===== src/rtl/onehz_period_monitor.sv =====
`default_nettype none
// ============================================================================
// Module   : onehz_period_monitor
// Brief    : Checks the 1 Hz timebase in the 50 MHz domain. It measures each
//            rise-to-rise period and flags too-fast, too-slow and stuck ticks.
// Revision : 1.0 - initial release
// ============================================================================
module onehz_period_monitor #(
  parameter int unsigned NOMINAL = 50000000,
  parameter int unsigned TOL     = 500000,
  parameter int unsigned CNT_W   = 26
) (
  input  logic             clk_fiftymhz,
  input  logic             rst,
  input  logic             clk_onehz,
  input  logic             clr_flags,
  output logic [CNT_W-1:0] period,
  output logic             period_valid,
  output logic             in_range,
  output logic             locked,
  output logic             stuck,
  output logic             fast_err,
  output logic             slow_err
);

  localparam logic [CNT_W-1:0] C_MIN_P = CNT_W'(NOMINAL - TOL);
  localparam logic [CNT_W-1:0] C_MAX_P = CNT_W'(NOMINAL + TOL);
  localparam logic [CNT_W-1:0] C_SAT   = CNT_W'(NOMINAL + TOL + 1);
  localparam logic [CNT_W-1:0] C_ONE   = {{(CNT_W-1){1'b0}}, 1'b1};

  typedef enum logic [1:0] {
    ST_IDLE  = 2'd0,
    ST_ARM   = 2'd1,
    ST_TRACK = 2'd2,
    ST_LOST  = 2'd3
  } state_t;

  state_t           r_state;
  state_t           w_state_nxt;
  logic             r_s1;
  logic             r_s2;
  logic             r_s3;
  logic [CNT_W-1:0] r_cnt;
  logic             w_rise;
  logic             w_timeout;
  logic             w_capture;
  logic             w_enter_lost;

  // Three-flop chain: s1/s2 resynchronise, s3 is the history for edge detect.
  always_ff @(posedge clk_fiftymhz or negedge rst) begin
    if (!rst) begin
      r_s1 <= 1'b0;
      r_s2 <= 1'b0;
      r_s3 <= 1'b0;
    end else begin
      r_s1 <= clk_onehz;
      r_s2 <= r_s1;
      r_s3 <= r_s2;
    end
  end

  assign w_rise    = r_s2 & ~r_s3;
  assign w_timeout = (r_cnt == C_MAX_P) && !w_rise;

  always_ff @(posedge clk_fiftymhz or negedge rst) begin
    if (!rst) begin
      r_cnt <= C_ONE;
    end else if (w_rise) begin
      r_cnt <= C_ONE;
    end else if (r_cnt != C_SAT) begin
      r_cnt <= r_cnt + C_ONE;
    end
  end

  always_ff @(posedge clk_fiftymhz or negedge rst) begin
    if (!rst) begin
      r_state <= ST_IDLE;
    end else begin
      r_state <= w_state_nxt;
    end
  end

  always_comb begin
    w_state_nxt = r_state;
    w_capture   = 1'b0;
    case (r_state)
      ST_IDLE: begin
        if (w_rise) begin
          w_state_nxt = ST_ARM;
        end else if (w_timeout) begin
          w_state_nxt = ST_LOST;
        end
      end
      ST_ARM, ST_TRACK: begin
        if (w_rise) begin
          w_state_nxt = ST_TRACK;
          w_capture   = 1'b1;
        end else if (w_timeout) begin
          w_state_nxt = ST_LOST;
        end
      end
      ST_LOST: begin
        // The partial period seen while lost is meaningless, so just re-arm.
        if (w_rise) begin
          w_state_nxt = ST_ARM;
        end
      end
      default: w_state_nxt = ST_IDLE;
    endcase
  end

  assign w_enter_lost = (w_state_nxt == ST_LOST) && (r_state != ST_LOST);

  always_ff @(posedge clk_fiftymhz or negedge rst) begin
    if (!rst) begin
      period       <= '0;
      period_valid <= 1'b0;
      in_range     <= 1'b0;
      fast_err     <= 1'b0;
      slow_err     <= 1'b0;
    end else begin
      period_valid <= w_capture;
      if (w_capture) begin
        period   <= r_cnt;
        in_range <= (r_cnt >= C_MIN_P);
      end else if (w_enter_lost) begin
        in_range <= 1'b0;
      end
      // A set in the same cycle as clr_flags takes priority.
      if (w_capture && (r_cnt < C_MIN_P)) begin
        fast_err <= 1'b1;
      end else if (clr_flags) begin
        fast_err <= 1'b0;
      end
      if (w_enter_lost) begin
        slow_err <= 1'b1;
      end else if (clr_flags) begin
        slow_err <= 1'b0;
      end
    end
  end

  assign locked = (r_state == ST_TRACK) && in_range;
  assign stuck  = (r_state == ST_LOST);

endmodule
`default_nettype wire


===== config.mk =====
export PLATFORM = sky130hd
export DESIGN_NAME = onehz_period_monitor
export DESIGN_NICKNAME = d
export VERILOG_FILES = /design/src/rtl/onehz_period_monitor.sv
export SDC_FILE = /design/constraint.sdc
export NUM_CORES = 1
export LEC_CHECK = 0
export CAP_MARGIN = 20
export CORE_UTILIZATION = 59
export DETAILED_ROUTE_END_ITERATION = 7
export GPL_TIMING_DRIVEN = 0
export PLACE_DENSITY = 0.92
export SETUP_SLACK_MARGIN = 0.05
export SKIP_CTS_REPAIR_TIMING = 1
export SYNTH_ARGS = -nofsm -noshare
export SYNTH_HDL_FRONTEND = slang
export SYNTH_SLANG_ARGS = --single-unit

===== constraint.sdc =====
create_clock -name clk_fiftymhz -period 4.1 [get_ports clk_fiftymhz]
set_input_delay 0.615 -clock clk_fiftymhz [delete_from_list [all_inputs] [get_ports clk_fiftymhz]]
set_output_delay 0.615 -clock clk_fiftymhz [all_outputs]
set_load 0.05 [all_outputs]

**Word-level counts from Yosys, hierarchy flattened**

Index checks and enable logic that the tools add are counted.

- Register bits: 61
- Bits of input ports: 4
- Output and inout port bits: 32
- Logic and storage cells: 47

- Add/subtract/negate cells: 1
- Order comparisons: 2
- Equal/unequal tests: 7
- Mux-type cells: 14
- Bitwise gates (word level): 2
- Reductions and logical operators: 11

Operators by type and width:

| operator | number |
|---|---|
| $mux W26 | 2 |
| $add A26 B1 Y26 const B | 1 |
| $eq A26 B26 Y1 const B | 1 |
| $ge A26 B26 Y1 const B | 1 |
| $lt A26 B26 Y1 const B | 1 |
| $ne A26 B26 Y1 const B | 1 |
| $mux W2 | 4 |
| $reduce_bool A2 Y1 | 4 |
| $mux W1 | 7 |
| $eq A2 B2 Y1 const B | 3 |
| $pmux W2 S3 | 1 |
| $logic_and A1 B1 Y1 | 4 |
| $eq A2 B1 Y1 const B | 1 |
| $logic_not A2 Y1 | 1 |
| $ne A2 B2 Y1 const B | 1 |
| $reduce_or A2 Y1 | 1 |
| $and A1 B1 Y1 | 1 |
| $logic_not A1 Y1 | 1 |
| $not A1 Y1 | 1 |

**Depth between registers and ports, before layout**

Gate-level depths: netlist (run 1).

- Word-level depth: 11
- Gate-level depth with buffers: 6
- Depth with buffers taken out: 6

**Least setup slack after synthesis (run 1)**

No wires, ideal clock.

- Path kind: reg2reg
- From: register r_cnt[0]
- To: register r_cnt[24]
- Setup time: 0.078 ns
- Arrival: 1.775 ns
- Data required time: 4.022 ns
- Slack: 2.247 ns
- Stages on the path, launching flop included: 7
- Path buffers: 1
- Clock period less this slack: 1.853 ns
- Cell sequence: dfstp_2 -> ha_1 -> and4_4 -> nand4b_2 -> buf_6 -> or4_1 -> a21oi_1

- Word-level cells in the longest chain between the ends: 3
- Elaborated cells between the ends (all ways): 5
- Classes of those cells: add/sub: 1; eq/ne: 1; mux: 2; reduce/logical: 1

Ends and longest elaborated chain:

| what | line | source |
|---|---|---|
| start, declared | 43 | `logic [CNT_W-1:0] r_cnt;` |
| start signal, assigned | 71 | `r_cnt <= r_cnt + C_ONE;` |
| $add A26 B1 Y26 | 71 |  |
| $mux W26 | 70 | `end else if (r_cnt != C_SAT) begin` |
| $mux W26 | 68 | `end else if (w_rise) begin` |

Several ways; a longest one is shown, not always the timed one. The select of a mux whose other input is x is not followed.
A chain may end at the register's enable or synchronous reset.

**Final worst setup path (run 1)**

- From: register r_state[0]
- To: output port locked

- Word-level cells in the longest chain between the ends: 2

Ends and longest elaborated chain:

| what | line | source |
|---|---|---|
| start, declared | 38 | `state_t r_state;` |
| start signal, assigned | 79 | `r_state <= w_state_nxt;` |
| $eq A2 B2 Y1 | 143 | `assign locked = (r_state == ST_TRACK) && in_range;` |
| $logic_and A1 B1 Y1 | 143 |  |
| end, declared | 20 | `output logic locked,` |

Every way passes these cells.

==> out/metrics.yaml, run 1 <==
cp-start-kind: "register"
cp.required_ns: 3.48
grt_pass1_wl_microns: 10830
viasPerCell: 6.061
synth_warnings: 0
synth_ff_type: "dfrtp_1"
dp_hpwl_microns: 4432
slew_headroom_pct: 61.63
hold_class: "primary input to async pin"
hold_viol_final: 0
pin_count: 36
grt_use_total_pct: 26.85
ys_seq_elements: 61
final_max_slew_viol_count: 0
p_leak_nw: 1.647
yosys.area.top_type: "dfrtp_1"
worst_slew_pin_slew_ns: 0.5756
wl_microns: 6251
fp.dieH_microns: 73.45
drtPass1Iterations: 5
fin_skew_ns: 0.005239
n_antenna_cell: 0
ant_nets: 0
rsz0062_at_grt: "false"
path_cells: "inv_1, ha_1, and2_1, clkdlybuf4s50_1"
cts-htree-levels: 3
synthArstFlopShare_pct: 100.0
yosys.area.top_type_share_pct: 49.85
vias: 2394
cp-end-kind: "output pin"
ys_seq_area_share_pct: 50.73
numCtsBuffers: 9
synth.net_count: 286
power_per_cell_area_nw_per_um2: 472.9
synth_common_cells: "dfrtp_1 (60), mux2_2 (22), nor2_1 (18), nand2_1 (16), a21oi_1 (14)"
syn_to_final_growth_pct: 22.39
core_sq_um: 4817
grt_pass1_vias: 2356
setup_violations: 0
cts_tree: "built"
grt_max_degree: 39
fin_nets: 333
post-route-drc-count: 0
rr_worst_depth: 5
cts_max_path_buffers: 2
max_freq_mhz: 401.0
finalCritPeriodShare_pct: 60.83
dieArea_sq_um: 5394
post_drt_wl_per_cell_microns: 15.83
clock_latency_ns: 0.34
netlist_instances: 276
synth_area_leaders: "dfrtp_1 (50%), mux2_2 (8.2%), xor2_1 (2.6%)"
synth_edf_count: 0
grt_overflow: 0
path_max_fanout: 4
portBuffers: 35
drtIter0Drc: 215
timing.rr.end: "period[10]$_DFFE_PN0P_"
status: "complete, no violations"
arrival_ns: 1.88
clkTransAtPathRegs_ns: 0.07
utilization_pct: 76.52
synth.most_common_cell: "dfrtp_1"
synthesis.area_sq_um: 3012
ir_drop_mv: 0.2754
maxCapViolations: 0
slowest_delay_ns: 0.80
worst_r2r_startpoint: "r_state[1]$_DFF_PN0_"
path_class: "register to output pin"
cpMaxStageDelayCell: "clkdlybuf4s50_1"
antenna_found_initial: 0
tns_ns: 0
cts.sink_count: 61
die_x_microns: 73.45
gp_congestion: 0.8631
rows: 25
cts_root_buf: "clkbuf_8"
start_util_pct: 62.52
drive_gt1_share_pct: 16.46
syn-mean-instance-area_sq_um: 10.91
r2r_slack_ns: 2.01
period_minus_slack_ns: 2.494
ys_types: 52
[metal layers]
layer  routed length (microns)  up-vias  track usage, %
met2                      3071       79           44.14
met5                         0        -               0
li1                          -     1100               -
met1                      2770     1201           34.77
met4                        98        0           9.188
met3                       311       14           6.722
[logic make-up after synthesis]
family | after synthesis | synth area share [%]
XOR/XNOR | 10 | 2.908
buffers and inverters | 21 | 3.199
flip-flops | 61 | 50.73
adder cells (fa/ha/maj) | 6 | 2.493
AO/OA/AOI/OAI | 44 | 9.099
AND/OR/NAND/NOR | 108 | 22.02
multiplexers | 26 | 9.556
[placed cells by master, fill, tap and decap left out, types with 3 or more instances in the layout]
cell and instances:
nand3_1 8, and3_1 5, ha_1 6, or4_1 5
nand4_1 11, or3_1 4, mux2_2 22, o21ai_0 13
nand2_1 16, and3b_1 3, buf_2 3, clkbuf_8 11
nand2b_1 5, nor2_1 18, nor4_1 4, xor2_1 9
nor2b_1 3, clkbuf_1 9, nor4b_1 5, o31ai_1 6
mux2i_1 4, a21oi_1 14, dfrtp_1 60, clkdlybuf4s50_1 34
inv_1 8
[sequential cells by signal, indices dropped and copies added, names as in the netlist]
signal	count
in_range	1
period_valid	1
r_s2	1
slow_err	1
r_state	2
r_s3	1
period	26
r_cnt	26
fast_err	1
r_s1	1
[critical path: cells and delay by family (launching register included)]
kind / cells / cell delay (ns)
buf+inv: 2 / 0.89
flops: 1 / 0.41
fa+ha+maj: 1 / 0.13
simple gates: 1 / 0.11
[metrics by stage]
stage | total power [mW] | instance area, sq um | hold slack (ns) | instances | setup slack (ns)
2_1_floorplan | 1.014 | 3012 | 0.3194 | 276 | 2.247
3_3_place_gp | 1.130 | 3446 | 0.3336 | 378 | 0.5828
3_5_place_dp | 1.151 | 3461 | 0.3420 | 379 | 1.963
4_1_cts | 1.748 | 3686 | 0.2757 | 395 | 1.602
5_1_grt | 1.824 | 3686 | 0.2969 | 395 | 1.511
6_report | 1.743 | 3686 | 0.2547 | 395 | 1.606
[cell type report]
class | count | area (sq um)
plain buffers | 13 | 66.31
clock buffers | 12 | 155.1
clock inverters | 4 | 70.07
fillers | 340 | 1131
inverters | 8 | 30.03
multi-input cells | 194 | 1388
flip-flops and latches | 61 | 1528
well taps | 67 | 83.83
repair buffers | 36 | 365.4
[where the power goes]
part | switching (mW) | total, mW | internal, mW
clock network | 0.226 | 0.600 | 0.373
registers | 0.0524 | 0.710 | 0.658
logic | 0.275 | 0.433 | 0.159
[worst max-delay path by stage]
| stage | cells after the start | start | endpoint | slack [ns] |
|---|---|---|---|---|
| after floorplan | 6 | r_cnt[0]$_DFFE_PN1P_ | r_cnt[24]$_DFFE_PN0P_ | 2.25 |
| after global placement | 1 | rst | r_cnt[15]$_DFFE_PN0P_ | 0.58 |
| after detailed placement | 4 | r_state[0]$_DFF_PN0_ | locked | 1.96 |
| after CTS | 4 | r_state[0]$_DFF_PN0_ | locked | 1.60 |
| after global routing | 4 | r_state[0]$_DFF_PN0_ | locked | 1.51 |
| final | 4 | r_state[0]$_DFF_PN0_ | locked | 1.61 |
No activity file was read; power rests on OpenSTA's default activity.
==> run 2: changes to the inputs <==
--- a/config.mk
+++ b/config.mk
@@ -6,10 +6,10 @@
 export NUM_CORES = 1
 export LEC_CHECK = 0
 export CAP_MARGIN = 20
-export CORE_UTILIZATION = 59
+export CORE_UTILIZATION = 55
 export DETAILED_ROUTE_END_ITERATION = 7
 export GPL_TIMING_DRIVEN = 0
-export PLACE_DENSITY = 0.92
+export PLACE_DENSITY = 0.87
 export SETUP_SLACK_MARGIN = 0.05
 export SKIP_CTS_REPAIR_TIMING = 1
 export SYNTH_ARGS = -nofsm -noshare
==> constraint.sdc (replaced) <==
create_clock -name clk_fiftymhz -period 2.5 [get_ports clk_fiftymhz]
set_input_delay 0.375 -clock clk_fiftymhz [delete_from_list [all_inputs] [get_ports clk_fiftymhz]]
set_output_delay 0.375 -clock clk_fiftymhz [all_outputs]
set_load 0.05 [all_outputs]
==> out/metrics.yaml, run 2 (same netlist as run 1, synthesis figures left out) <==
status: "complete, no violations"
die_x_microns: 76  # +3.5%
antenna_found_initial: 0  # unchanged
slew_headroom_pct: 57.58  # -4.0 points
start_util_pct: 57.86  # -4.7 points
netSwitchingPower_mw: 0.8912  # +61%
final_common_cell: "dfrtp_1"
nFillCells: 417  # +23%
viasPerCell: 5.780  # -4.6%
wl_microns: 6348  # +1.6%
gp_congestion: 0.8517  # -1.3%
internal-power_mw: 1.740  # +46%
hold_class: "primary input to async pin"
cts_root_buf: "clkbuf_8"
grt_pass1_vias: 2289  # -2.8%
p_leak_nw: 1.619  # -1.7%
finalCritPeriodShare_pct: 90.21
cts.sink_count: 61  # unchanged
ant_nets: 0  # unchanged
cp-start-kind: "register"
multi_input_area_sq_um: 1388  # unchanged
clkPwrFrac_pct: 28.6  # -5.8 points
path_class: "register to output pin"
post_drt_wl_per_cell_microns: 16.03  # +1.3%
drtIter0Drc: 205  # -4.7%
max_freq_mhz: 443.4
path_max_fanout: 4  # unchanged
final_max_slew_viol_count: 0  # unchanged
pin_count: 36  # unchanged
cp.required_ns: 2.12  # -1.36 ns
dieArea_sq_um: 5776  # +7.1%
n_antenna_cell: 0  # unchanged
drtPass1Iterations: 4  # -1
drive_gt1_share_pct: 15.95  # -0.51 points
fin_nets: 333  # unchanged
cts_max_path_buffers: 2  # unchanged
setup_violations: 0  # unchanged
cts-htree-levels: 3  # unchanged
dp_hpwl_microns: 4454  # +0.49%
grt_max_degree: 35  # -10%
fp.dieH_microns: 76  # +3.5%
power_frac_seq_pct: 44.4  # +3.7 points
grt_use_total_pct: 24.28  # -2.6 points
cp-end-kind: "output pin"
rows: 26  # +4.0%
fin_skew_ns: 0.004949  # -0.0002896 ns
final-instance-count-excl-fill: 396  # +0.25%
grt_overflow: 0  # unchanged
clkTransAtPathRegs_ns: 0.06  # about the same
rsz0062_at_grt: "false"
core_sq_um: 5205  # +8.1%
worst_slew_pin_slew_ns: 0.6363  # +0.06068 ns
layout_common_cells: "dfrtp_1 (60), clkdlybuf4s50_1 (34), mux2_2 (22), nor2_1 (18), nand2_1 (16)"
ff_latch_area_sq_um: 1528  # unchanged
top_regs: "period x26, r_cnt x26, r_state x2"
ir_drop_mv: 0.4598  # +67%
arrival_ns: 1.88  # about the same
numCtsBuffers: 9  # unchanged
portBuffers: 35  # unchanged
pwr-share-comb_pct: 27.1  # +2.2 points
tns_ns: 0  # unchanged
clock_latency_ns: 0.33  # about the same
vias: 2289  # -4.4%
grt_pass1_wl_microns: 10930  # +0.89%
maxCapViolations: 0  # unchanged
post-route-drc-count: 0  # unchanged
period_minus_slack_ns: 2.255
syn_to_final_growth_pct: 20.52
hold_viol_final: 0  # unchanged
power_per_cell_area_nw_per_um2: 724.9  # +53%
placed_cells: 382  # +0.79%
cts_tree: "built"
sw_frac_of_total_pct: 33.87  # +2.1 points
==> run 2: layout make-up <==
type / instances / share of cell area [%]
sequential: 61 / 42.09
multi-input combinational: 194 / 38.23
timing repair buffer: 36 / 10.07
clock buffer: 12 / 4.274
tap: 70 / 2.413
buffer: 13 / 1.827
inverter: 8 / 0.8273
clock inverter: 2 / 0.2758
==> run 2: path summary, 6_finish.rpt <==
kind,from,end,slack [ns],depth (start not counted)
worst max-delay path,r_state[0]$_DFF_PN0_,locked,0.24,4
worst min-delay path,rst,period[1]$_DFFE_PN0P_,0.06,1
worst max register to register,r_state[1]$_DFF_PN0_,period[15]$_DFFE_PN0P_,0.40,5
worst min register to register,r_s1$_DFF_PN0_,r_s2$_DFF_PN0_,0.35,0
max in group asynchronous,rst,r_cnt[0]$_DFFE_PN1P_,1.78,2
min in group clk_fiftymhz,r_s1$_DFF_PN0_,r_s2$_DFF_PN0_,0.35,0
==> run 2: routing by layer <==
layer / track usage [%] / routed length [microns] / up-vias
met5: 0 / 0 / -
met4: 13.85 / 117 / 0
met3: 3.713 / 292 / 10
met2: 37.73 / 3036 / 68
met1: 32.77 / 2902 / 1112
li1: - / - / 1099
==> run 2: power by group through the flow <==
stage / registers [mW] / logic [mW] / clock network [mW]
2_1_floorplan: 1.32 / 0.338 / 0
3_3_place_gp: 1.17 / 0.683 / 0
3_5_place_dp: 1.18 / 0.709 / 0
4_1_cts: 1.17 / 0.714 / 0.770
5_1_grt: 1.18 / 0.769 / 0.806
6_report: 1.17 / 0.713 / 0.751
==> run 2: critical path, cell delays in order, from the launching register on <==
cell and delay (ns):
dfrtp_1 0.41, inv_1 0.10, ha_1 0.13, and2_1 0.10
clkdlybuf4s50_1 0.79
==> run 2: through the flow <==
step / util (%) / power [mW] / setup slack [ns] / instance area [sq um] / hold slack (ns)
after floorplan: - / 1.663 / 0.6472 / 3012 / 0.07941
final: 69.74 / 2.631 / 0.2448 / 3630 / 0.06037
after detailed placement: 66.56 / 1.891 / 0.4191 / 3465 / 0.3420
after global routing: 69.74 / 2.758 / 0.1407 / 3630 / 0.1183
after CTS: 69.74 / 2.650 / 0.2307 / 3630 / 0.07382
after global placement: 66.27 / 1.858 / -0.8488 / 3450 / 0.3338
